--- src/rtl/a2d_rr_intf_if.sv ---
// Handshake and pin bundle for the round-robin A2D reader.
// The slave modport is the reader itself; the master modport is the A2D pins plus the nxt source.
interface a2d_rr_intf_if;
    logic        nxt;
    logic [11:0] lft_ld;
    logic [11:0] rght_ld;
    logic [11:0] steer_pot;
    logic [11:0] batt;
    logic        cnv_cmplt;
    logic        SS_n;
    logic        SCLK;
    logic        MOSI;
    logic        MISO;

    modport slave (
        input  nxt, MISO,
        output lft_ld, rght_ld, steer_pot, batt, cnv_cmplt, SS_n, SCLK, MOSI
    );

    modport master (
        output nxt, MISO,
        input  lft_ld, rght_ld, steer_pot, batt, cnv_cmplt, SS_n, SCLK, MOSI
    );
endinterface

--- src/rtl/a2d_rr_intf.sv ---
// Round-robin reader for an 8-ch 12-bit SPI A2D with a built-in 16-bit SPI monarch (SCLK = clk/32).
// Optional macro LD_FILT_EN: IIR-smooth the left/right load-cell results.
module a2d_rr_intf #(
    parameter logic [2:0] LFT_CH   = 3'd0,
    parameter logic [2:0] RGHT_CH  = 3'd4,
    parameter logic [2:0] STEER_CH = 3'd5,
    parameter logic [2:0] BATT_CH  = 3'd6
) (
    input  logic          clk,
    input  logic          rst_n,
    a2d_rr_intf_if.slave  bus
);

    localparam logic [1:0] ST_IDLE = 2'd0;
    localparam logic [1:0] ST_CNV  = 2'd1;
    localparam logic [1:0] ST_GAP  = 2'd2;
    localparam logic [1:0] ST_READ = 2'd3;

    logic [1:0]  r_state;
    logic [1:0]  r_idx;
    logic        r_start;
    logic        r_cnv_cmplt;
    logic [11:0] r_lft, r_rght, r_steer, r_batt;

    logic        r_ss_n;
    logic [4:0]  r_div;
    logic [15:0] r_shft;
    logic        r_first;
    logic        r_bp;
    logic [3:0]  r_bitcnt;
    logic        r_miso;

    logic [2:0]  w_ch;
    logic [15:0] w_cmd;
    logic        w_smpl;
    logic        w_fall;
    logic        w_frame_done;
    logic [11:0] w_rdata;
    logic        w_latch;
    logic [11:0] w_lft_new, w_rght_new;

    always_comb begin
        w_ch = LFT_CH;
        case (r_idx)
            2'd0: w_ch = LFT_CH;
            2'd1: w_ch = RGHT_CH;
            2'd2: w_ch = STEER_CH;
            2'd3: w_ch = BATT_CH;
            default: w_ch = LFT_CH;
        endcase
    end

    assign w_cmd = {2'b00, w_ch, 11'h000};

    // Sampling/shifting stop once the 16th bit is in; the rest of the frame is back porch.
    assign w_smpl       = !r_ss_n && !r_bp && (r_div == 5'b01111);
    assign w_fall       = !r_ss_n && !r_bp && (r_div == 5'b11111);
    assign w_frame_done = !r_ss_n &&  r_bp && (r_div == 5'b11110);

    // Last bit is never shifted in; it is still sitting in the MISO sample flop.
    assign w_rdata = {r_shft[10:0], r_miso};
    assign w_latch = (r_state == ST_READ) && w_frame_done;

    always_ff @(posedge clk) begin
        if (!rst_n) begin
            r_ss_n   <= 1'b1;
            r_div    <= 5'b10111;
            r_shft   <= 16'h0000;
            r_first  <= 1'b0;
            r_bp     <= 1'b0;
            r_bitcnt <= 4'd0;
            r_miso   <= 1'b0;
        end else if (r_start) begin
            r_ss_n   <= 1'b0;
            r_div    <= 5'b10111;
            r_shft   <= w_cmd;
            r_first  <= 1'b1;
            r_bp     <= 1'b0;
            r_bitcnt <= 4'd0;
        end else if (!r_ss_n) begin
            r_div <= r_div + 5'd1;
            if (w_smpl) begin
                r_miso   <= bus.MISO;
                r_bitcnt <= r_bitcnt + 4'd1;
                if (r_bitcnt == 4'd15)
                    r_bp <= 1'b1;
            end
            if (w_fall) begin
                r_first <= 1'b0;
                if (!r_first)
                    r_shft <= {r_shft[14:0], r_miso};
            end
            if (w_frame_done)
                r_ss_n <= 1'b1;
        end
    end

`ifdef LD_FILT_EN
    logic        r_lft_vld, r_rght_vld;
    logic [13:0] w_lft_sum, w_rght_sum;

    assign w_lft_sum  = {2'b00, r_lft}  * 14'd3 + {2'b00, w_rdata};
    assign w_rght_sum = {2'b00, r_rght} * 14'd3 + {2'b00, w_rdata};
    // First update after reset seeds the filter with the raw sample.
    assign w_lft_new  = r_lft_vld  ? 12'(w_lft_sum  >> 2) : w_rdata;
    assign w_rght_new = r_rght_vld ? 12'(w_rght_sum >> 2) : w_rdata;

    always_ff @(posedge clk) begin
        if (!rst_n) begin
            r_lft_vld  <= 1'b0;
            r_rght_vld <= 1'b0;
        end else if (w_latch) begin
            if (r_idx == 2'd0) r_lft_vld  <= 1'b1;
            if (r_idx == 2'd1) r_rght_vld <= 1'b1;
        end
    end
`else
    assign w_lft_new  = w_rdata;
    assign w_rght_new = w_rdata;
`endif

    // Frame starts are issued one clk after the decision, which yields the 1-clk
    // front delay after nxt and the 1-clk SS_n-high gap between the two frames.
    always_ff @(posedge clk) begin
        if (!rst_n) begin
            r_state     <= ST_IDLE;
            r_idx       <= 2'd0;
            r_start     <= 1'b0;
            r_cnv_cmplt <= 1'b0;
            r_lft       <= 12'h000;
            r_rght      <= 12'h000;
            r_steer     <= 12'h000;
            r_batt      <= 12'h000;
        end else begin
            r_start     <= 1'b0;
            r_cnv_cmplt <= 1'b0;
            case (r_state)
                ST_IDLE: begin
                    if (bus.nxt) begin
                        r_state <= ST_CNV;
                        r_start <= 1'b1;
                    end
                end
                ST_CNV: begin
                    if (w_frame_done) begin
                        r_state <= ST_GAP;
                        r_start <= 1'b1;
                    end
                end
                ST_GAP: r_state <= ST_READ;
                ST_READ: begin
                    if (w_frame_done) begin
                        case (r_idx)
                            2'd0: r_lft   <= w_lft_new;
                            2'd1: r_rght  <= w_rght_new;
                            2'd2: r_steer <= w_rdata;
                            2'd3: r_batt  <= w_rdata;
                            default: ;
                        endcase
                        r_cnv_cmplt <= 1'b1;
                        r_idx       <= r_idx + 2'd1;
                        r_state     <= ST_IDLE;
                    end
                end
                default: r_state <= ST_IDLE;
            endcase
        end
    end

    assign bus.lft_ld    = r_lft;
    assign bus.rght_ld   = r_rght;
    assign bus.steer_pot = r_steer;
    assign bus.batt      = r_batt;
    assign bus.cnv_cmplt = r_cnv_cmplt;
    assign bus.SS_n      = r_ss_n;
    assign bus.SCLK      = r_div[4] | r_ss_n;
    assign bus.MOSI      = r_shft[15];

endmodule
--- src/flat_wrapper.sv ---
// flat-port wrapper written by rule: the top's interface ports become plain ports
module a2d_rr_intf_flat 
#(
    parameter logic [2:0] LFT_CH   = 3'd0,
    parameter logic [2:0] RGHT_CH  = 3'd4,
    parameter logic [2:0] STEER_CH = 3'd5,
    parameter logic [2:0] BATT_CH  = 3'd6
)
  (clk, rst_n, bus_nxt, bus_MISO, bus_lft_ld, bus_rght_ld, bus_steer_pot, bus_batt, bus_cnv_cmplt, bus_SS_n, bus_SCLK, bus_MOSI);
  a2d_rr_intf_if bus_i ();
  input  logic clk;
  input  logic rst_n;
  input wire logic [$bits(bus_i.nxt)-1:0] bus_nxt;
  input wire logic [$bits(bus_i.MISO)-1:0] bus_MISO;
  output wire logic [$bits(bus_i.lft_ld)-1:0] bus_lft_ld;
  output wire logic [$bits(bus_i.rght_ld)-1:0] bus_rght_ld;
  output wire logic [$bits(bus_i.steer_pot)-1:0] bus_steer_pot;
  output wire logic [$bits(bus_i.batt)-1:0] bus_batt;
  output wire logic [$bits(bus_i.cnv_cmplt)-1:0] bus_cnv_cmplt;
  output wire logic [$bits(bus_i.SS_n)-1:0] bus_SS_n;
  output wire logic [$bits(bus_i.SCLK)-1:0] bus_SCLK;
  output wire logic [$bits(bus_i.MOSI)-1:0] bus_MOSI;
  assign bus_i.nxt = bus_nxt;
  assign bus_i.MISO = bus_MISO;
  assign bus_lft_ld = bus_i.lft_ld;
  assign bus_rght_ld = bus_i.rght_ld;
  assign bus_steer_pot = bus_i.steer_pot;
  assign bus_batt = bus_i.batt;
  assign bus_cnv_cmplt = bus_i.cnv_cmplt;
  assign bus_SS_n = bus_i.SS_n;
  assign bus_SCLK = bus_i.SCLK;
  assign bus_MOSI = bus_i.MOSI;
  a2d_rr_intf #(.LFT_CH(LFT_CH), .RGHT_CH(RGHT_CH), .STEER_CH(STEER_CH), .BATT_CH(BATT_CH)) u_core (.clk(clk), .rst_n(rst_n), .bus(bus_i));
endmodule
--- config.mk ---
export PLATFORM = sky130hd
export DESIGN_NAME = a2d_rr_intf_flat
export DESIGN_NICKNAME = d
export VERILOG_FILES = /design/src/rtl/a2d_rr_intf_if.sv /design/src/rtl/a2d_rr_intf.sv /design/src/flat_wrapper.sv
export SDC_FILE = /design/constraint.sdc
export NUM_CORES = 1
export LEC_CHECK = 0
export ABC_AREA = 0
export CORE_ASPECT_RATIO = 1.25
export CORE_MARGIN = 3
export CORE_UTILIZATION = 45
export CTS_CLUSTER_DIAMETER = 100
export DETAILED_ROUTE_END_ITERATION = 12
export PLACE_DENSITY = 0.71
export SLEW_MARGIN = 20
export SYNTH_ARGS = -nofsm -noshare
export SYNTH_HDL_FRONTEND = slang
export SYNTH_SLANG_ARGS = --single-unit
--- constraint.sdc ---
create_clock -name clk -period 2.21 [get_ports clk]
set_clock_uncertainty 0.05 [all_clocks]
set_input_delay 0.221 -clock clk [delete_from_list [all_inputs] [get_ports clk]]
set_output_delay 0.221 -clock clk [all_outputs]
set_load 0.05 [all_outputs]
# Word level (Yosys, flattened, before mapping)
# Cells that the tools add are included.
# op_classes
n_mul	0
magnitude_cmp	0
n_addsub	3
mux	17
n_reduce_logical	24
div_mod_pow	0
shift	0
eq_ne	15
bitwise	5
# op_table
operator	count
$mux 14	4
$reduce_and 3->1	9
$pmux 3 s4	1
$eq 5x5->1 const B	2
$eq 2x2->1 const B	4
$ne 2x1->1 const B	4
$pmux 2 s4	1
$reduce_and 2->1	4
$mux 1	7
$mux 2	3
$add 5x1->5 const B	1
$eq 5x4->1 const B	1
$logic_and 1x1->1	5
$add 4x1->4 const B	1
$eq 2x1->1 const B	2
$eq 4x4->1 const B	1
$logic_not 2->1	2
$not 1->1	4
$add 2x1->2 const B	1
$logic_not 1->1	2
$ne 2x2->1 const B	1
$pmux 1 s2	1
$reduce_bool 2->1	1
$reduce_or 2->1	1
$or 1x1->1	1
# totals
mem_count	0
elab_cells	80
input_bits	4
mem_bits_rw	0
latch_bits	0
out_inout_bits	52
reg_bits	83
rom_bits	0

# Longest topological paths before layout
# Gate-level depths: netlist of the first run.
# logic_depth
depth_word	6
ltp_mapped	7
mapped_depth_nobuf	7

# Worst setup path before layout of the first run
# Ideal clock, no wire load.
# synth_path
path_type	reg2reg
start	register u_core.r_div[0]
end	register u_core.r_shft[4]
arrival_ps	1675
setup_slack_ps	413
n_path_buf	1
stages_incl_launch_ff	8
setup_time_ps	72
cell_sequence	dfxtp_1 ha_1 and3_1 ha_1 nor4b_2 buf_2 nand2_1 a21oi_1
# synth_via
elab_chain_len	3
# synth_rtl
element	line	text
from (decl)	a2d_rr_intf.sv:26	logic [4:0] r_div;
from (signal assigned)	a2d_rr_intf.sv:81	r_div <= r_div + 5'd1;
$eq 5x5->1	a2d_rr_intf.sv:57	assign w_fall = !r_ss_n && !r_bp && (r_div == 5'b11111);
$logic_and 1x1->1	a2d_rr_intf.sv:57	
$reduce_and 3->1 (no source line)	n/a	
to (signal assigned)	a2d_rr_intf.sv:76	r_shft <= w_cmd;
to (signal assigned)	a2d_rr_intf.sv:91	r_shft <= {r_shft[14:0], r_miso};
to (decl)	a2d_rr_intf.sv:27	logic [15:0] r_shft;
# No other way between the ends.
# A chain may end at the register's enable or synchronous reset.

# Worst setup path after layout of the first run
# layout_path
start	register u_core.r_ss_n (netlist: u_core.bus.SS_n)
end	output bus_SS_n
# layout_rtl
element	line	text
from (decl)	a2d_rr_intf.sv:25	logic r_ss_n;
from (signal assigned)	a2d_rr_intf.sv:66	r_ss_n <= 1'b1;
from (signal assigned)	a2d_rr_intf.sv:74	r_ss_n <= 1'b0;
from (signal assigned)	a2d_rr_intf.sv:94	r_ss_n <= 1'b1;
to (decl)	flat_wrapper.sv:20	output wire logic [$bits(bus_i.SS_n)-1:0] bus_SS_n;
# No word-level cell between the ends.

==> results of run 1 <==
[area by class of cell]
class | count | area, µm² | area share, %
flip-flops and latches | 83 | 1660 | 38.0
inverters | 9 | 33.8 | 0.772
clock buffers | 10 | 128 | 2.92
well taps | 92 | 115 | 2.63
multi-input cells | 248 | 1680 | 38.4
clock inverters | 6 | 136 | 3.12
repair buffers | 65 | 623 | 14.2
[final timing paths]
path                             end              start  cells past startpoint
setup reg to reg  u_core.r_bitcnt[3]    u_core.r_div[0]                      7
hold / removal     u_core.r_shft[15]  u_core.r_shft[14]                      2
setup / recovery            bus_SS_n    u_core.bus.SS_n                      1
hold reg to reg    u_core.r_shft[15]  u_core.r_shft[14]                      2
[logic make-up (layout without fill, tap and decap cells)]
family                   Yosys count  count (layout)
AND/OR/NAND/NOR                  145             145
flip-flops                        83              83
multiplexers                      41              41
AO/OA/AOI/OAI                     39              39
buffers and inverters             26              90
adder cells (fa/ha/maj)           16              16
XOR/XNOR                           7               7
[per-layer routing]
metal / up-vias / global-route usage [%] / share of wire, %
li1: 1297 / - / -
met1: 1175 / 19.4 / 45
met2: 59 / 27.8 / 48
met3: 12 / 4.52 / 4.6
met4: 0 / 6.33 / 2.2
met5: - / 0 / 0
[flip-flops by register name, indices dropped and copies added (netlist names), 2 cells and up]
register and count:
u_core.r_shft 16, u_core.bus.batt 12, u_core.bus.lft_ld 12, u_core.bus.rght_ld 12, u_core.bus.steer_pot 12, u_core.r_div 5
u_core.r_bitcnt 4, u_core.r_idx 2, u_core.r_state 2
[synth_stat cells, drive strengths merged (2+ instances only)]
| master | count |
|---|---|
| clkbuf | 11 |
| inv | 9 |
| xnor2 | 3 |
| nor2 | 13 |
| dfxtp | 83 |
| nand2 | 69 |
| xor2 | 4 |
| ha | 16 |
| a211oi | 2 |
| nor3 | 6 |
| mux2i | 40 |
| nand3 | 3 |
| a21boi | 13 |
| o21ai | 5 |
| a21oi | 14 |
| nor2b | 41 |
| buf | 6 |
| nand4 | 3 |
| and3 | 3 |
[where the power goes]
| group | internal [mW] | leakage (nW) | switching, mW |
|---|---|---|---|
| sequential | 1.54 | 0.670 | 0.0562 |
| clock | 0.869 | 0.127 | 0.546 |
| combinational | 0.129 | 0.736 | 0.170 |
| total | 2.54 | 1.53 | 0.773 |
==> summary.txt, run 1 <==
Timing
  – WHS: 0.403 ns
  – Final setup fails: 0
  – Worst Tran Pin Value: 0.645 ns
  – Hold Violations, Final: 0
  – Slew margin rel.: 56.9%
  – Final Max Slew Viols: 0
  – Setup TNS Final: 0 ns
  – Fin crit share: 95.8%
  – Maximum clock rate: 0.472 GHz
  – Final worst setup slack: 0.0928 ns
  – Fin crit period: 2.12 ns
  – RSZ-0062 raised after global routing: no

Yosys
  – Post-synthesis mux area share: 11.9%
  – Synth area leaders: dfxtp_1 (48%), mux2i_1 (12%), nand2_1 (7.5%)
  – Asr flop ratio synth: 0%
  – Synth cell types: 38
  – Post-synth top area cell: dfxtp_1
  – Average size of a mapped cell: 9.70 µm²
  – FF+latch count, synth: 83
  – Largest family of logic cells by synthesized area: simple AND/OR/NAND/NOR gates
  – Synth Instances: 357
  – Synth warnings: 0
  – Synth Area in XOR/XNOR: 1.77%
  – Synth Area in Adders: 5.78%
  – Seq/Total Area, Yosys: 48.0%
  – Post-synth top area share: 48.0%
  – Number of synthesized flops with an enable pin: 0
  – Simple-Gate Fraction of Synth Area: 22.0%
  – Syn Nets: 377
  – Main synth FF type: dfxtp_1
  – Synth Area in Compound Gates: 7.05%
  – Post-Syn Area: 3460 µm²

Final layout
  – Area growth, synth to finish: 26.5%
  – Most frequent cells in the layout: dfxtp_1 (83), nand2_1 (69), clkdlybuf4s50_1 (54)
  – Final Util: 58.8%
  – Final Cell Area: 4380 µm²
  – Final Non-Filler Cells: 513
  – Commonest non-fill, non-tap cell in the layout: dfxtp_1
  – Total Nets Final: 436
  – Fillers: 655
  – Antenna diodes: 0
  – Layout cell share with drive strength beyond 1: 8.31%

Worst setup path
  – Reg-to-reg slack, setup: 0.31 ns
  – Slowest cell on crit path: clkdlybuf4s50_1
  – Crit path arrival time: 1.85 ns
  – Delay-heaviest family, CP: buffers and inverters
  – Buffer and inverter count on the worst path: 1
  – Required time of the critical path: 1.94 ns
  – Max FO, Critical Path: 12
  – Crit start category: flop
  – Critical path class: reg2out
  – Crit. End Element: output port
  – Crit-path cells: clkdlybuf4s50_1
  – Slowest Stage Delay on Critical Path: 0.89 ns

Placement
  – Placer Congestion: 0.787
  – Worst slack, placed: 0.357 ns
  – Dpl hpwl: 4840 µm
  – Dpl cells: 497
  – Placed cell areas: 4110 µm²
  – PortBufs: 55

Clock tree
  – Clock transition at path regs: 0.08 ns
  – H-tree levels: 3
  – Post-CTS Setup Bufs: 0
  – Num CTS Buffers: 9
  – TritonCTS clock tree: yes
  – Root Buffer: clkbuf_8
  – Post-CTS resize count: 0
  – Clock sink count: 83
  – Max clock buf depth: 2
  – Clk_lat worst skew: 0.35 ns
  – Cts hold-fix bufs: 0

Drt
  – Vias per inst: 4.96
  – Routed Antenna Nets: 0
  – First-pass iteration count of the detailed router: 5
  – Starting DRC count in detailed routing: 113
  – Wire length per cell: 13.5 µm
  – Via count of the routed design: 2,543
  – Drc violations: 0
  – WL final: 6910 µm

Power and ir drop
  – P_leak: 1.53 nW
  – Power, Total: 3.31 mW
  – PD cells: 756 nW/µm²
  – Worst VDD drop: 0.525 mV

Flow run
  – Total of max-cap violations: 0

Global routing
  – Total track usage: 16.4%
  – Antenna violations before repair: 0
  – Largest net degree at the start of global routing: 37
  – Vias in the first global route: 2,431
  – Gr ovfl total: 0
  – First-pass GRT wire length: 11,700 µm

Floorplanning
  – Die area: 8790 µm²
  – Die Y: 104 µm
  – Core Rows: 35
  – IO Count: 56
  – Starting density of the core: 46.5%
  – Core Area: 7440 µm²
  – Die X: 84.5 µm

Run status
  – Outcome: finished clean

Worst hold path
  – Tightest Hold Check Type: reg2reg
(Power assumes the default switching activity.)
==> inputs of run 2 (changes only) <==
--- a/config.mk
+++ b/config.mk
@@ -6,12 +6,14 @@
 export NUM_CORES = 1
 export LEC_CHECK = 0
 export ABC_AREA = 0
+export CELL_PAD_IN_SITES_DETAIL_PLACEMENT = 1
+export CELL_PAD_IN_SITES_GLOBAL_PLACEMENT = 1
 export CORE_ASPECT_RATIO = 1.25
 export CORE_MARGIN = 3
-export CORE_UTILIZATION = 45
+export CORE_UTILIZATION = 41
 export CTS_CLUSTER_DIAMETER = 100
 export DETAILED_ROUTE_END_ITERATION = 12
-export PLACE_DENSITY = 0.71
+export PLACE_DENSITY = 0.82
 export SLEW_MARGIN = 20
 export SYNTH_ARGS = -nofsm -noshare
 export SYNTH_HDL_FRONTEND = slang
==> summary.txt, run 2 (synthesized netlist as in run 1, its figures left out) <==
Run status
  – Outcome: finished clean

Floorplanning
  – Die X: 88.2 µm (+4.4%)
  – Die area: 9590 µm² (+9.1%)
  – IO Count: 56 (unchanged)
  – Starting density of the core: 43.2% (-3.3 points)
  – Core Area: 8020 µm² (+7.7%)
  – Die Y: 109 µm (+4.5%)
  – Core Rows: 36 (+2.9%)

Timing
  – Fin crit period: 1.91 ns (-0.206 ns)
  – WHS: 0.415 ns (+0.0121 ns)
  – Final Max Slew Viols: 0 (unchanged)
  – Slew margin rel.: 57.4% (+0.50 points)
  – Worst Tran Pin Value: 0.637 ns (-0.00749 ns)
  – Fin crit share: 86.5% (-9.3 points)
  – Maximum clock rate: 0.523 GHz (+11%)
  – RSZ-0062 raised after global routing: no
  – Setup TNS Final: 0 ns (unchanged)
  – Hold Violations, Final: 0 (unchanged)
  – Final setup fails: 0 (unchanged)

Clock tree
  – Cts hold-fix bufs: 0 (unchanged)
  – Post-CTS Setup Bufs: 0 (unchanged)
  – Clk_lat worst skew: 0.35 ns (about the same)
  – TritonCTS clock tree: yes
  – Clock transition at path regs: 0.08 ns (about the same)
  – Num CTS Buffers: 9 (unchanged)
  – Max clock buf depth: 2 (unchanged)
  – Clock sink count: 83 (unchanged)
  – H-tree levels: 3 (unchanged)
  – Root Buffer: clkbuf_8
  – Post-CTS resize count: 0 (unchanged)

Final layout
  – Total Nets Final: 437 (+0.23%)
  – Area growth, synth to finish: 24.1%
  – Largest register FFs: 16 (unchanged)
  – Layout cell share with drive strength beyond 1: 8.29% (-0.020 points)
  – Commonest non-fill, non-tap cell in the layout: dfxtp_1
  – Final Util: 53.6% (-5.2 points)
  – Top reg by flops: u_core.r_shft
  – Antenna diodes: 0 (unchanged)
  – Most frequent cells in the layout: dfxtp_1 (83), nand2_1 (69), clkdlybuf4s50_1 (54)

Global routing
  – Antenna violations before repair: 0 (unchanged)
  – Gr ovfl total: 0 (unchanged)
  – First-pass GRT wire length: 13,300 µm (+13%)
  – Vias in the first global route: 2,763 (+14%)
  – Total track usage: 17.8% (+1.4 points)
  – Largest net degree at the start of global routing: 39 (+5.4%)

Power and ir drop
  – Sw power: 0.768 mW (-0.59%)
  – Sequential share of power: 55.2% (+7.0 points)
  – PD cells: 670 nW/µm² (-11%)
  – P_leak: 1.50 nW (-2.4%)
  – Clock power frac: 33.6% (-9.2 points)
  – Sw Share: 26.7% (+3.3 points)
  – Worst VDD drop: 0.325 mV (-38%)
  – Logic gate share of total power: 11.2% (+2.2 points)
  – Power Internal: 2.11 mW (-17%)

Worst setup path
  – Crit. End Element: output port
  – Slowest Stage Delay on Critical Path: 0.85 ns (-0.04 ns)
  – Crit start category: flop
  – Crit-path cells: clkdlybuf4s50_1
  – Critical path class: reg2out
  – Worst setup path startpoint: u_core.bus.SS_n
  – Delay-heaviest family, CP: buffers and inverters
  – R2r startpoint: u_core.r_div[0]
  – Crit path to: bus_SS_n
  – Crit path arrival time: 1.64 ns (-0.21 ns)
  – R2r worst-path depth: 7 (unchanged)
  – Max FO, Critical Path: 5 (-7)
  – Buffer and inverter count on the worst path: 1 (unchanged)
  – Required time of the critical path: 1.94 ns (about the same)
  – Reg-to-reg slack, setup: 0.34 ns (+0.03 ns)
  – Slowest cell on crit path: clkdlybuf4s50_1
  – RR Endpoint: u_core.r_bitcnt[3]
  – Worst path depth: 1 (unchanged)

Drt
  – Via count of the routed design: 2,608 (+2.6%)
  – First-pass iteration count of the detailed router: 3 (-2)
  – Drc violations: 0 (unchanged)
  – Wire length per cell: 15.6 µm (+16%)
  – WL final: 8050 µm (+17%)
  – Routed Antenna Nets: 0 (unchanged)
  – Starting DRC count in detailed routing: 65 (-42%)
  – Vias per inst: 5.04 (+1.8%)

Placement
  – PortBufs: 55 (unchanged)
  – Dpl hpwl: 5860 µm (+21%)
  – Placer Congestion: 0.793 (+0.74%)

Flow run
  – Total of max-cap violations: 0 (unchanged)

Worst hold path
  – Tightest Hold Check Type: reg2reg
[run 2: cell count changes in the layout (fill, tap and decap cells not counted)]
cell / delta
buf_4: +1
bufinv_16: -4
clkbuf_1: +1
clkbuf_8: +1
clkinv_2: +2
clkinv_4: +1
inv_6: -1
[run 2: area by class of cell]
cell class,count,area [µm²]
fillers,922,3720
inverters,9,33.8
flip-flops and latches,83,1660
clock inverters,4,26.3
clock buffers,12,145
well taps,95,119
multi-input cells,248,1680
repair buffers,66,631
[run 2: worst min path at each step]
stage                               to  slack (ns)               start  cells after the start
floorplan               u_core.r_start        0.35             bus_nxt                      2
global placement     u_core.r_shft[14]        0.39   u_core.r_shft[13]                      2
detailed placement  u_core.bus.batt[7]        0.41  u_core.bus.batt[7]                      2
CTS                  u_core.r_shft[14]        0.42   u_core.r_shft[13]                      2
global route        u_core.bus.batt[3]        0.45  u_core.bus.batt[3]                      2
finish              u_core.bus.batt[3]        0.41  u_core.bus.batt[3]                      2
[run 2: routing by layer]
| metal | part of all wire, % | track usage [%] |
|---|---|---|
| met1 | 41 | 19.4 |
| met5 | 0 | 0 |
| met2 | 54 | 33.3 |
| met4 | 2.0 | 6.91 |
| met3 | 2.8 | 3.17 |
[run 2: worst register-to-register path, cell delays in order (launching register included)]
cell and delay [ns]:
dfxtp_1 0.39, ha_1 0.18, and3_1 0.19, ha_1 0.14
nor3b_2 0.41, nand4_1 0.17, xor2_1 0.16, nor2_1 0.06
[run 2: stage by stage]
| stage | instance area [µm²] | cells | setup WS, ns | power [mW] |
|---|---|---|---|---|
| 6_report | 4300 | 517 | 0.299 | 2.88 |
| 5_1_grt | 4300 | 517 | 0.154 | 3.03 |
| 4_1_cts | 4300 | 517 | 0.291 | 2.92 |
| 3_5_place_dp | 4130 | 501 | 0.333 | 1.95 |
| 3_3_place_gp | 4130 | 501 | 0.434 | 1.93 |
| 2_1_floorplan | 3460 | 357 | 0.413 | 1.86 |
[run 2: power groups by stage]
stage	clock network (mW)	logic [mW]	registers [mW]
3_5_place_dp	0	0.325	1.63
6_report	0.967	0.323	1.59
4_1_cts	0.999	0.330	1.59
5_1_grt	1.06	0.372	1.60
2_1_floorplan	0	0.243	1.62
3_3_place_gp	0	0.309	1.62
